## config.mk

```make
export PLATFORM = sky130hd
export DESIGN_NAME = rtc_frame_loader
export DESIGN_NICKNAME = d
export VERILOG_FILES = /design/src/rtl/rtc_pkg.sv /design/src/rtl/rtc_byte_bank.sv /design/src/rtl/rtc_frame_loader.sv
export SDC_FILE = /design/constraint.sdc
export NUM_CORES = 1
export LEC_CHECK = 0
export BUFFER_PORTS_ARGS = -buffer_cell sky130_fd_sc_hd__buf_4
export CAP_MARGIN = 20
export CELL_PAD_IN_SITES_DETAIL_PLACEMENT = 2
export CELL_PAD_IN_SITES_GLOBAL_PLACEMENT = 2
export CORE_ASPECT_RATIO = 2
export CORE_MARGIN = 5
export CORE_UTILIZATION = 47
export CTS_BUF_LIST = sky130_fd_sc_hd__clkbuf_8
export CTS_CLUSTER_DIAMETER = 30
export DETAILED_ROUTE_END_ITERATION = 10
export PLACE_DENSITY = 0.87
export SLEW_MARGIN = 20
export SYNTH_ARGS = -nofsm -noshare
export SYNTH_HDL_FRONTEND = slang
export SYNTH_HIERARCHICAL = 1
export SYNTH_SLANG_ARGS = --single-unit
```

## constraint.sdc

```tcl
create_clock -name clk -period 2.9 [get_ports clk]
set_clock_uncertainty 0.1 [all_clocks]
set_input_delay 0 -clock clk [delete_from_list [all_inputs] [get_ports clk]]
set_output_delay 0 -clock clk [all_outputs]
set_load 0.02 [all_outputs]
```

## src/rtl/rtc_pkg.sv

```systemverilog
// Shared definitions for the RTC frame loader: FSM states, byte slot indices
// and the BCD digit check.
package rtc_pkg;

    // Bytes in one RTC burst.
    localparam int unsigned RTC_N_BYTES = 8;
    // Width of a byte-slot index (covers the 8-byte burst).
    localparam int unsigned IDX_W = 3;

    // Byte slot order as delivered by the RTC read engine.
    localparam int unsigned IDX_SEG   = 0;
    localparam int unsigned IDX_MIN   = 1;
    localparam int unsigned IDX_HORA  = 2;
    localparam int unsigned IDX_FECHA = 3;
    localparam int unsigned IDX_MES   = 4;
    localparam int unsigned IDX_ANIO  = 5;
    localparam int unsigned IDX_DIA   = 6;
    localparam int unsigned IDX_SEM   = 7;

    typedef enum logic [1:0] {
        StIdle,
        StWaitLat,
        StCapture,
        StPend
    } rtc_state_e;

    // True when either nibble is not a decimal digit.
    function automatic logic bcd_bad(input logic [7:0] b);
        return (b[7:4] > 4'd9) || (b[3:0] > 4'd9);
    endfunction

endpackage

```

## src/rtl/rtc_byte_bank.sv

```systemverilog
// N_BYTES x 8 register file: single-byte write, whole-bank parallel load,
// registered read port and a flat view of all bytes.
module rtc_byte_bank
    import rtc_pkg::*;
#(
    parameter int unsigned N_BYTES = RTC_N_BYTES
) (
    input  logic                 clk_i,
    input  logic                 reset_i,
    input  logic                 we_i,
    input  logic [IDX_W-1:0]     waddr_i,
    input  logic [7:0]           wdata_i,
    input  logic                 load_i,
    input  logic [N_BYTES*8-1:0] load_data_i,
    input  logic [IDX_W-1:0]     raddr_i,
    output logic [7:0]           rdata_o,
    output logic [N_BYTES*8-1:0] bytes_o
);

    logic [7:0] mem_q [N_BYTES];
    logic [7:0] rdata_q;

    // Storage update; a bulk load takes priority over a single-byte write.
    always_ff @(posedge clk_i) begin
        if (reset_i) begin
            for (int unsigned i = 0; i < N_BYTES; i++) begin
                mem_q[i] <= 8'h00;
            end
        end else if (load_i) begin
            for (int unsigned i = 0; i < N_BYTES; i++) begin
                mem_q[i] <= load_data_i[i*8 +: 8];
            end
        end else if (we_i && (32'(waddr_i) < N_BYTES)) begin
            mem_q[waddr_i] <= wdata_i;
        end
    end

    // Registered read; out-of-range addresses read as zero. Sees the value
    // held before any same-cycle write or load.
    always_ff @(posedge clk_i) begin
        if (reset_i) begin
            rdata_q <= 8'h00;
        end else if (32'(raddr_i) < N_BYTES) begin
            rdata_q <= mem_q[raddr_i];
        end else begin
            rdata_q <= 8'h00;
        end
    end

    // Flatten the bank for a parallel transfer into another bank.
    always_comb begin
        bytes_o = '0;
        for (int unsigned i = 0; i < N_BYTES; i++) begin
            bytes_o[i*8 +: 8] = mem_q[i];
        end
    end

    assign rdata_o = rdata_q;

endmodule

```

## src/rtl/rtc_frame_loader.sv

```systemverilog
// Captures each RTC byte burst into a shadow bank and commits it to the
// display bank only on a frame tick, so the renderer never sees a half
// updated date/time.
module rtc_frame_loader
    import rtc_pkg::*;
#(
    parameter int unsigned N_BYTES   = RTC_N_BYTES,
    parameter int unsigned START_LAT = 1,
    parameter int unsigned CHECK_BCD = 0
) (
    input  logic       clk,
    input  logic       reset,
    input  logic       inicioSecuencia,
    input  logic [7:0] datoRTC,
    input  logic       frame_tick,
    input  logic [2:0] rd_addr,
    output logic [7:0] rd_data,
    output logic       busy,
    output logic       pend,
    output logic       commit,
    output logic       overrun,
    output logic       bad_frame,
    input  logic       clr_flags
);

    localparam int unsigned LAT_W = (START_LAT > 1) ? $clog2(START_LAT) : 1;
    // With a one-cycle latency byte 0 follows the start edge directly.
    localparam rtc_state_e StStart = (START_LAT == 1) ? StCapture : StWaitLat;

    rtc_state_e       state_q;
    logic             inicio_prev_q;
    logic [LAT_W-1:0] lat_q;
    logic [IDX_W-1:0] idx_q;
    logic             err_q;
    logic             busy_q;
    logic             pend_q;
    logic             commit_q;
    logic             overrun_q;
    logic             bad_q;

    logic start_acc;
    logic last_byte;
    logic byte_err;
    logic burst_bad;
    logic shadow_we;
    logic disp_load;

    logic [N_BYTES*8-1:0] shadow_bytes;
    logic [N_BYTES*8-1:0] unused_disp_bytes;
    logic [7:0]           unused_shadow_rd;

    // Start-edge detect, burst bookkeeping and bank control strobes.
    always_comb begin
        start_acc = inicioSecuencia & ~inicio_prev_q;
        last_byte = (32'(idx_q) == N_BYTES - 1);
        byte_err  = (CHECK_BCD != 0) && bcd_bad(datoRTC);
        // Includes the byte being captured now, so the verdict needs no extra cycle.
        burst_bad = err_q | byte_err;
        shadow_we = (state_q == StCapture);
        disp_load = (state_q == StPend) && frame_tick;
    end

    // Sequencer FSM with registered status outputs and sticky flags.
    always_ff @(posedge clk) begin
        if (reset) begin
            state_q       <= StIdle;
            inicio_prev_q <= 1'b0;
            lat_q         <= '0;
            idx_q         <= '0;
            err_q         <= 1'b0;
            busy_q        <= 1'b0;
            pend_q        <= 1'b0;
            commit_q      <= 1'b0;
            overrun_q     <= 1'b0;
            bad_q         <= 1'b0;
        end else begin
            inicio_prev_q <= inicioSecuencia;
            commit_q      <= 1'b0;
            // Clear first so a set later in this block wins.
            if (clr_flags) begin
                overrun_q <= 1'b0;
                bad_q     <= 1'b0;
            end
            unique case (state_q)
                StIdle: begin
                    if (start_acc) begin
                        state_q <= StStart;
                        lat_q   <= LAT_W'(START_LAT - 1);
                        idx_q   <= '0;
                        err_q   <= 1'b0;
                        busy_q  <= 1'b1;
                    end
                end
                StWaitLat: begin
                    // lat_q counts the wait cycles still to go, this one included.
                    if (lat_q <= LAT_W'(1)) begin
                        state_q <= StCapture;
                        idx_q   <= '0;
                    end else begin
                        lat_q <= lat_q - LAT_W'(1);
                    end
                end
                StCapture: begin
                    idx_q <= idx_q + IDX_W'(1);
                    err_q <= burst_bad;
                    if (last_byte) begin
                        busy_q <= 1'b0;
                        if (burst_bad) begin
                            state_q <= StIdle;
                            bad_q   <= 1'b1;
                        end else begin
                            state_q <= StPend;
                            pend_q  <= 1'b1;
                        end
                    end
                end
                StPend: begin
                    if (frame_tick) begin
                        commit_q <= 1'b1;
                        pend_q   <= 1'b0;
                        state_q  <= StIdle;
                    end
                    if (start_acc) begin
                        // Without a tick the pending burst is lost.
                        if (!frame_tick) begin
                            overrun_q <= 1'b1;
                        end
                        state_q <= StStart;
                        lat_q   <= LAT_W'(START_LAT - 1);
                        idx_q   <= '0;
                        err_q   <= 1'b0;
                        busy_q  <= 1'b1;
                        pend_q  <= 1'b0;
                    end
                end
                default: begin
                    state_q <= StIdle;
                    busy_q  <= 1'b0;
                    pend_q  <= 1'b0;
                end
            endcase
        end
    end

    rtc_byte_bank #(
        .N_BYTES (N_BYTES)
    ) u_shadow (
        .clk_i       (clk),
        .reset_i     (reset),
        .we_i        (shadow_we),
        .waddr_i     (idx_q),
        .wdata_i     (datoRTC),
        .load_i      (1'b0),
        .load_data_i ('0),
        .raddr_i     ('0),
        .rdata_o     (unused_shadow_rd),
        .bytes_o     (shadow_bytes)
    );

    rtc_byte_bank #(
        .N_BYTES (N_BYTES)
    ) u_display (
        .clk_i       (clk),
        .reset_i     (reset),
        .we_i        (1'b0),
        .waddr_i     ('0),
        .wdata_i     (8'h00),
        .load_i      (disp_load),
        .load_data_i (shadow_bytes),
        .raddr_i     (rd_addr),
        .rdata_o     (rd_data),
        .bytes_o     (unused_disp_bytes)
    );

    assign busy      = busy_q;
    assign pend      = pend_q;
    assign commit    = commit_q;
    assign overrun   = overrun_q;
    assign bad_frame = bad_q;

endmodule

```

==> results.sh, run 1 <==
export IMPL_utilization_pct=55.6
export IMPL_drt_iter0_drc=244
export IMPL_layout_min_cycle_time_ns=2.48
export IMPL_fin_ws_ns=0.422
export IMPL_htree_levels=4
export IMPL_crit_path_start_kind="register"
export IMPL_grt_pass1_wl_um=32000
export IMPL_overflow=0
export IMPL_grt_usage_pct=26.0
export IMPL_syn_avg_cell_area_um2=14.8
export IMPL_die_y_um=182
export IMPL_cts_tree="built"
export IMPL_portBuffers=27
export IMPL_rsz0062_at_grt="false"
export IMPL_wl_per_cell_um=26.9
export IMPL_r2r_end="u_shadow/mem_q[0][1]"
export IMPL_drtPass1Iterations=4
export IMPL_status="finished, violations left"
export IMPL_fillers=1403
export IMPL_pre_cts_ws_ns=0.531
export IMPL_clk_pin_slew_worst_paths_ns=0.10
export IMPL_hold_class="in2reg"
export IMPL_crit_end="u_shadow/mem_q[0][1]"
export IMPL_p_per_area_nw_per_um2=587
export IMPL_fp_coreArea_um2=14700
export IMPL_dieWidth_um=96.1
export IMPL_arrival_ns=2.49
export IMPL_slowest_stage="or3b_2"
export IMPL_via_count=4377
export IMPL_slew_headroom_pct=-125
export IMPL_hold_viol_final=0
export IMPL_cts_made_buffers=17
export IMPL_setup_viol=0
export IMPL_wl_um=21200
export IMPL_worst_ep_required_time_ns=2.91
export IMPL_place_congestion=0.794
export IMPL_start_util_pct=47.5
export IMPL_violations="max-slew violations"
export IMPL_critPathLaunch="state_q[0]"
export IMPL_critPathMaxStageDelay_ns=0.52
export IMPL_timing_rr_start="state_q[0]"
export IMPL_drive_above_1_share_pct=22.6
export IMPL_antenna_found_initial=0
export IMPL_tightestPinTransition_ns=3.37
export IMPL_drv_slew=49
export IMPL_cap_viol_max_count=0
export IMPL_die_area_um2=17500
export IMPL_final_antenna_net_count=0
export IMPL_ir_worst_vdd_v=0.000310
export IMPL_multi_input_area_um2=2870
export IMPL_end_kind="register"
export IMPL_fin_nets=602
export IMPL_fin_setup_tns_ns=0
export IMPL_rrSetupSlack_ns=0.42
export IMPL_pin_count=29
export IMPL_via_per_inst=5.55
export IMPL_clkSinkCount=146
export IMPL_grt_max_degree=49
export IMPL_p_leak_nw=3.18
export IMPL_drc=0
export IMPL_fin_hold_ws_ns=0.0401
export IMPL_critPathKind="reg2reg"
export IMPL_reg2reg_depth=5
export IMPL_instances_no_fill=788
export IMPL_clock_fmax_mhz=404
export IMPL_hpwlAfterDp_um=15000
export IMPL_cts_root_buf="clkbuf_8"
export IMPL_min_period_over_period_pct=85.4
export IMPL_worstPathCellList="inv_1, ha_1, or3b_2, nor2_2, or3_1"
export IMPL_finalPower_mw=4.78
export IMPL_yosysWarningCount=6
export IMPL_regArea_um2=4200
export IMPL_insertion_delay_ns=0.46
export IMPL_syn_area_um2=6960
export IMPL_crit_fanout=9
export IMPL_place_inst=738
export IMPL_area_growth_pct=17.0
export IMPL_std_cell_rows=63
export IMPL_syn_inst=469
export IMPL_grt_pass1_vias=4872
export IMPL_final_area_um2=8150
export IMPL_dpl_cell_area_um2=7570
export IMPL_diodes=0
export IMPL_clockBufferDepth=2
==> power by group <==
group          internal [mW]  switching (mW)  leakage [nW]
Clock                  0.790           0.883         0.201
Combinational          0.233           0.350          1.47
Sequential              2.45          0.0759          1.51
Total                   3.47            1.31          3.18
==> placed cells by master, fill, tap and decap left out, types with 4 or more instances in the layout <==
cell type / n
o21ai_0: 6
a22o_1: 96
nor2_2: 5
mux4_2: 16
ha_1: 6
nand2_1: 7
clkbuf_8: 17
clkinv_4: 4
inv_6: 4
dlygate4sd3_1: 16
nor2b_1: 38
conb_1: 81
edfxtp_1: 128
buf_4: 32
a21oi_1: 7
dfxtp_1: 18
mux2_2: 32
nor2_1: 15
nand2b_1: 7
or3_1: 10
mux2i_1: 8
==> state kept, by name, indices dropped and copies added (netlist names) <==
name               flops
busy                   1
commit                 1
idx_q                  3
inicio_prev_q          1
overrun                1
pend                   1
state_q                2
u_display/mem_q       64
u_display/rdata_o      8
u_shadow/mem_q        64
==> final cells by class <==
cell class / count / share of cell area [%]
Timing Repair Buffer: 50 / 5.04
Clock buffer: 17 / 2.87
Multi-Input combinational cell: 362 / 35.2
Sequential cell: 146 / 51.6
Inverter: 3 / 0.138
Clock inverter: 15 / 2.12
Tap cell: 195 / 3.00
==> routing by layer <==
| layer | GRT usage, % | routed length (um) | part of all wire [%] | up-vias |
|---|---|---|---|---|
| li1 | - | - | - | 1995 |
| met1 | 30.1 | 8010 | 38 | 2254 |
| met2 | 47.8 | 12200 | 58 | 104 |
| met3 | 3.96 | 573 | 2.7 | 24 |
| met4 | 7.70 | 414 | 2.0 | 0 |
| met5 | 0 | 0 | 0 | - |
==> timing repair <==
action | 4_1_cts | 5_1_grt
gates resized for setup | 0 | 0
hold buffers | 16 | 0
setup buffers | 0 | 0
endpoints found under the hold margin | 82 | 0
==> worst min path at each step <==
stage | startpoint | endpoint | slack (ns) | cells after the start
after global placement | inicioSecuencia | inicio_prev_q | 0.13 | 2
after floorplan | inicioSecuencia | inicio_prev_q | 0.03 | 1
final | rd_addr[2] | u_display/rdata_o[2] | 0.04 | 4
after detailed placement | inicioSecuencia | inicio_prev_q | 0.14 | 2
after CTS | rd_addr[2] | u_display/rdata_o[3] | 0.006 | 4
after global routing | rd_addr[2] | u_display/rdata_o[3] | 0.03 | 4
==> critical path: cells and delay by family (launching register included) <==
family / cells / cell delay, ns
adder cells (fa/ha/maj): 1 / 0.25
buffers and inverters: 1 / 0.09
flip-flops: 1 / 0.35
AND/OR/NAND/NOR: 3 / 1.33
No activity file was read; power rests on OpenSTA's default activity.
==> run 2: changes to the inputs <==
--- a/config.mk
+++ b/config.mk
@@ -11,11 +11,11 @@
 export CELL_PAD_IN_SITES_GLOBAL_PLACEMENT = 2
 export CORE_ASPECT_RATIO = 2
 export CORE_MARGIN = 5
-export CORE_UTILIZATION = 47
+export CORE_UTILIZATION = 45
 export CTS_BUF_LIST = sky130_fd_sc_hd__clkbuf_8
 export CTS_CLUSTER_DIAMETER = 30
 export DETAILED_ROUTE_END_ITERATION = 10
-export PLACE_DENSITY = 0.87
+export PLACE_DENSITY = 0.84
 export SLEW_MARGIN = 20
 export SYNTH_ARGS = -nofsm -noshare
 export SYNTH_HDL_FRONTEND = slang
==> results.sh, run 2 (synthesized netlist as in run 1, its figures left out) <==
export IMPL_antenna_found_initial=0
export IMPL_clk_pin_slew_worst_paths_ns=0.09
export IMPL_critPathKind="reg2reg"
export IMPL_clock_fmax_mhz=387
export IMPL_drtPass1Iterations=4
export IMPL_cts_tree="built"
export IMPL_crit_fanout=11
export IMPL_p_clk_share_pct=37.3
export IMPL_hold_class="in2reg"
export IMPL_clkSinkCount=146
export IMPL_die_y_um=186
export IMPL_wl_um=19700
export IMPL_grt_usage_pct=23.3
export IMPL_diodes=0
export IMPL_utilization_pct=53.5
export IMPL_start_util_pct=45.5
export IMPL_status="finished, violations left"
export IMPL_portBuffers=27
export IMPL_reg2reg_depth=4
export IMPL_drc=0
export IMPL_slew_headroom_pct=-119
export IMPL_setup_viol=0
export IMPL_clockBufferDepth=2
export IMPL_grt_max_degree=49
export IMPL_final_area_um2=8180
export IMPL_grt_pass1_wl_um=30800
export IMPL_worst_ep_required_time_ns=2.93
export IMPL_tightestPinTransition_ns=3.28
export IMPL_regArea_um2=4200
export IMPL_rrSetupSlack_ns=0.32
export IMPL_fp_coreArea_um2=15300
export IMPL_insertion_delay_ns=0.46
export IMPL_hold_viol_final=0
export IMPL_fin_nets=600
export IMPL_ir_worst_vdd_v=0.000317
export IMPL_switching_share_pct=25.1
export IMPL_min_path_cells=4
export IMPL_final_cell_mix="edfxtp_1 (128), a22o_1 (96), conb_1 (81), nor2b_1 (38), mux2_2 (32)"
export IMPL_ctsHoldBuffers=15
export IMPL_grt_pass1_vias=4856
export IMPL_final_common_cell="edfxtp_1"
export IMPL_via_per_inst=5.55
export IMPL_drive_above_1_share_pct=22.2
export IMPL_seq_power_share_pct=51.1
export IMPL_rsz0062_at_grt="false"
export IMPL_fillers=1412
export IMPL_r2r_end="u_shadow/mem_q[0][3]"
export IMPL_cts_resized=0
export IMPL_dieWidth_um=98.0
export IMPL_fin_setup_tns_ns=0
export IMPL_dpl_cell_area_um2=7560
export IMPL_wl_per_cell_um=25.0
export IMPL_overflow=0
export IMPL_htree_levels=4
export IMPL_min_period_over_period_pct=89.0
export IMPL_p_per_area_nw_per_um2=604
export IMPL_pin_count=29
export IMPL_cap_viol_max_count=0
export IMPL_crit_path_start_kind="register"
export IMPL_die_area_um2=18200
export IMPL_violations="max-slew violations"
export IMPL_timing_rr_start="state_q[1]"
export IMPL_drt_iter0_drc=156
export IMPL_hpwlAfterDp_um=13900
export IMPL_cts_made_buffers=17
export IMPL_power_internal_mw=3.70
export IMPL_share_comb_of_total_power_pct=11.6
export IMPL_via_count=4380
export IMPL_multi_input_area_um2=2870
export IMPL_postCtsSetupRepairBufs=0
export IMPL_std_cell_rows=64
export IMPL_holdPathEnd="u_display/rdata_o[4]"
export IMPL_cts_root_buf="clkbuf_8"
export IMPL_drv_slew=49
export IMPL_hp_start="rd_addr[2]"
export IMPL_layout_min_cycle_time_ns=2.58
export IMPL_place_congestion=0.841
export IMPL_power_switching_mw=1.24
export IMPL_area_growth_pct=17.4
export IMPL_end_kind="register"
export IMPL_p_leak_nw=3.19
export IMPL_final_antenna_net_count=0
export IMPL_arrival_ns=2.61
## run 2: cell types whose count changed in the layout (fill, tap and decap cells not counted)
cell           change
inv_1              +1
buf_2              +2
inv_6              -4
inv_8              -2
buf_4              -1
clkinv_4           -1
dlygate4sd3_1      -1
clkbuf_2           -2
bufinv_16          +3
clkinvlp_4         +1
clkinv_1           +1
clkinv_2           +1
## run 2: critical path, cell delays in order (launching register included)
cell and delay, ns:
dfxtp_1 0.42, ha_1 0.43, or3b_2 0.54, nor2_2 0.34, or3_1 0.43
## run 2: power by group through the flow
| stage | logic (mW) | clock network [mW] | registers (mW) |
|---|---|---|---|
| after floorplan | 0.353 | 0 | 2.55 |
| after global placement | 0.484 | 0 | 2.55 |
| after detailed placement | 0.515 | 0 | 2.57 |
| after CTS | 0.540 | 1.88 | 2.53 |
| after global routing | 0.620 | 1.98 | 2.54 |
| final | 0.571 | 1.84 | 2.52 |
## run 2: how the worst max path moves through the flow
stage | from | to | slack, ns | depth (start not counted)
final | state_q[1] | u_shadow/mem_q[0][3] | 0.32 | 4
after detailed placement | state_q[1] | u_shadow/mem_q[1][2] | 0.37 | 4
after global placement | state_q[0] | u_shadow/mem_q[1][5] | 0.63 | 5
after CTS | state_q[1] | u_shadow/mem_q[0][3] | 0.34 | 4
after global routing | state_q[1] | u_shadow/mem_q[1][0] | 0.20 | 4
after floorplan | state_q[0] | u_shadow/mem_q[1][0] | 0.75 | 5
## run 2: area by class of cell
class,count,area share (%)
Timing Repair Buffer,48,4.81
Inverter,3,0.138
Sequential cell,146,51.4
Tap cell,198,3.03
Clock inverter,15,2.65
Multi-Input combinational cell,362,35.1
Clock buffer,17,2.86
## run 2: layer usage
metal | global-route usage, % | routed length (um)
met5 | 0 | 0
met4 | 11.1 | 830
met3 | 4.61 | 557
met2 | 43.8 | 11100
met1 | 24.5 | 7210
## run 2: stage by stage
stage          std cells  hold WS [ns]  worst slack, ns  total power [mW]
2_1_floorplan        549        0.0282            0.751              2.90
4_1_cts              787        0.0195            0.342              4.94
3_3_place_gp         740         0.130            0.627              3.04
3_5_place_dp         740         0.141            0.372              3.08
5_1_grt              789        0.0672            0.198              5.14
6_report             789        0.0581            0.318              4.93
==> run 3: changes to the inputs <==
--- a/config.mk
+++ b/config.mk
@@ -5,17 +5,17 @@
 export SDC_FILE = /design/constraint.sdc
 export NUM_CORES = 1
 export LEC_CHECK = 0
-export BUFFER_PORTS_ARGS = -buffer_cell sky130_fd_sc_hd__buf_4
 export CAP_MARGIN = 20
 export CELL_PAD_IN_SITES_DETAIL_PLACEMENT = 2
 export CELL_PAD_IN_SITES_GLOBAL_PLACEMENT = 2
 export CORE_ASPECT_RATIO = 2
 export CORE_MARGIN = 5
-export CORE_UTILIZATION = 45
+export CORE_UTILIZATION = 49
 export CTS_BUF_LIST = sky130_fd_sc_hd__clkbuf_8
 export CTS_CLUSTER_DIAMETER = 30
 export DETAILED_ROUTE_END_ITERATION = 10
-export PLACE_DENSITY = 0.84
+export DONT_BUFFER_PORTS = 1
+export PLACE_DENSITY = 0.88
 export SLEW_MARGIN = 20
 export SYNTH_ARGS = -nofsm -noshare
 export SYNTH_HDL_FRONTEND = slang
==> results.sh, run 3 (synthesized netlist as in run 1, its figures left out) <==
export IMPL_insertion_delay_ns=0.44
export IMPL_hold_viol_final=0
export IMPL_postCtsSetupRepairBufs=0
export IMPL_place_congestion=0.845
export IMPL_hp_start="frame_tick"
export IMPL_cts_tree="built"
export IMPL_drv_slew=49
export IMPL_reg2reg_depth=4
export IMPL_drt_iter0_drc=206
export IMPL_ctsHoldBuffers=23
export IMPL_utilization_pct=56.5
export IMPL_crit_path_start_kind="register"
export IMPL_critPathKind="reg2reg"
export IMPL_wl_um=20600
export IMPL_status="finished, violations left"
export IMPL_fin_ws_ns=0.312
export IMPL_dieWidth_um=94.3
export IMPL_hpwlAfterDp_um=14000
export IMPL_slew_headroom_pct=-114
export IMPL_clkSinkCount=146
export IMPL_grt_pass1_vias=5036
export IMPL_die_area_um2=16800
export IMPL_std_cell_rows=61
export IMPL_die_y_um=179
export IMPL_wl_per_cell_um=27.2
export IMPL_use_met3_pct=3.71
export IMPL_cap_viol_max_count=0
export IMPL_grt_max_degree=49
export IMPL_pre_cts_ws_ns=0.455
export IMPL_via_per_inst=5.68
export IMPL_r2r_end="u_shadow/mem_q[0][2]"
export IMPL_use_met2_pct=50.4
export IMPL_violations="max-slew violations"
export IMPL_final_antenna_net_count=0
export IMPL_critPathMaxStageDelay_ns=0.53
export IMPL_clk_pin_slew_worst_paths_ns=0.08
export IMPL_groute_layer_met1_usage_pct=28.3
export IMPL_cts_root_buf="clkbuf_8"
export IMPL_fp_coreArea_um2=14000
export IMPL_worst_ep_required_time_ns=2.89
export IMPL_start_util_pct=49.9
export IMPL_worstPathCellList="ha_1, or3b_2, nor2_2, or3_1"
export IMPL_timing_rr_start="state_q[1]"
export IMPL_clock_fmax_mhz=386
export IMPL_drive_above_1_share_pct=17.6
export IMPL_crit_fanout=11
export IMPL_end_kind="register"
export IMPL_tightestPinTransition_ns=3.20
export IMPL_drtPass1Iterations=4
export IMPL_overflow=0
export IMPL_min_period_over_period_pct=89.2
export IMPL_cts_made_buffers=17
export IMPL_slowest_stage="or3b_2"
export IMPL_hold_class="in2reg"
export IMPL_area_growth_pct=13.4
export IMPL_holdPathEnd="state_q[0]"
export IMPL_critPathLaunch="state_q[1]"
export IMPL_setup_viol=0
export IMPL_clockBufferDepth=2
export IMPL_htree_levels=4
export IMPL_busiest_layer="met2"
export IMPL_p_leak_nw=3.03
export IMPL_via_count=4306
export IMPL_rrSetupSlack_ns=0.31
export IMPL_grt_pass1_wl_um=31800
export IMPL_pin_count=29
export IMPL_drc=0
export IMPL_arrival_ns=2.58
export IMPL_layout_min_cycle_time_ns=2.59
export IMPL_final_area_um2=7900
export IMPL_rsz0062_at_grt="false"
export IMPL_fin_hold_ws_ns=0.0590
export IMPL_fin_setup_tns_ns=0
export IMPL_final_common_cell="edfxtp_1"
export IMPL_ir_worst_vdd_v=0.000321
export IMPL_dpl_cell_area_um2=7340
export IMPL_grt_usage_pct=26.5
export IMPL_portBuffers=0
export IMPL_p_per_area_nw_per_um2=561
export IMPL_min_path_cells=4
export IMPL_diodes=0
export IMPL_antenna_found_initial=0
export IMPL_cts_resized=0
export IMPL_final_cell_mix="edfxtp_1 (128), a22o_1 (96), conb_1 (81), nor2b_1 (38), mux2_2 (32)"
export IMPL_fin_nets=579
[run 3: cell count changes in the layout (fill, tap and decap cells not counted), sizes merged]
| cell | delta |
|---|---|
| clkinv | +4 |
| inv | +1 |
| clkinvlp | -1 |
| bufinv | -5 |
| dlygate4sd3 | +7 |
| clkbuf | +2 |
| buf | -30 |
[run 3: layout make-up]
class / instances / area (um^2)
clock buffers: 17 / 234
multi-input cells: 362 / 2870
well taps: 189 / 236
fillers: 1266 / 6070
repair buffers: 27 / 265
clock inverters: 14 / 77.6
flip-flops and latches: 146 / 4200
inverters: 3 / 11.3
[run 3: layer usage]
layer | up-vias | routed length [um]
met5 | - | 0
met4 | 0 | 571
met3 | 32 | 565
met2 | 104 | 12200
met1 | 2225 | 7310
li1 | 1945 | -
[run 3: how the worst max path moves through the flow]
stage / depth (start not counted) / end
after floorplan: 5 / u_shadow/mem_q[1][0]
after global placement: 5 / u_shadow/mem_q[1][3]
after detailed placement: 4 / u_shadow/mem_q[0][4]
after CTS: 4 / u_shadow/mem_q[0][2]
after global routing: 4 / u_shadow/mem_q[0][2]
final: 4 / u_shadow/mem_q[0][2]
[run 3: metrics by stage]
stage | power (mW) | std cells
detailed placement | 3.00 | 702
global route | 4.61 | 758
floorplan | 2.90 | 549
global placement | 2.95 | 702
CTS | 4.41 | 756
finish | 4.43 | 758
[run 3: worst max-delay path, delay by kind of cell (launching register included)]
kind          cells  cell delay [ns]
fa+ha+maj         1             0.41
simple gates      3             1.29
flops             1             0.44
[run 3: report_power, final]
| part | internal, mW | switching, mW | leakage (nW) |
|---|---|---|---|
| clock | 0.565 | 0.777 | 0.168 |
| combinational | 0.214 | 0.318 | 1.36 |
| sequential | 2.45 | 0.101 | 1.51 |
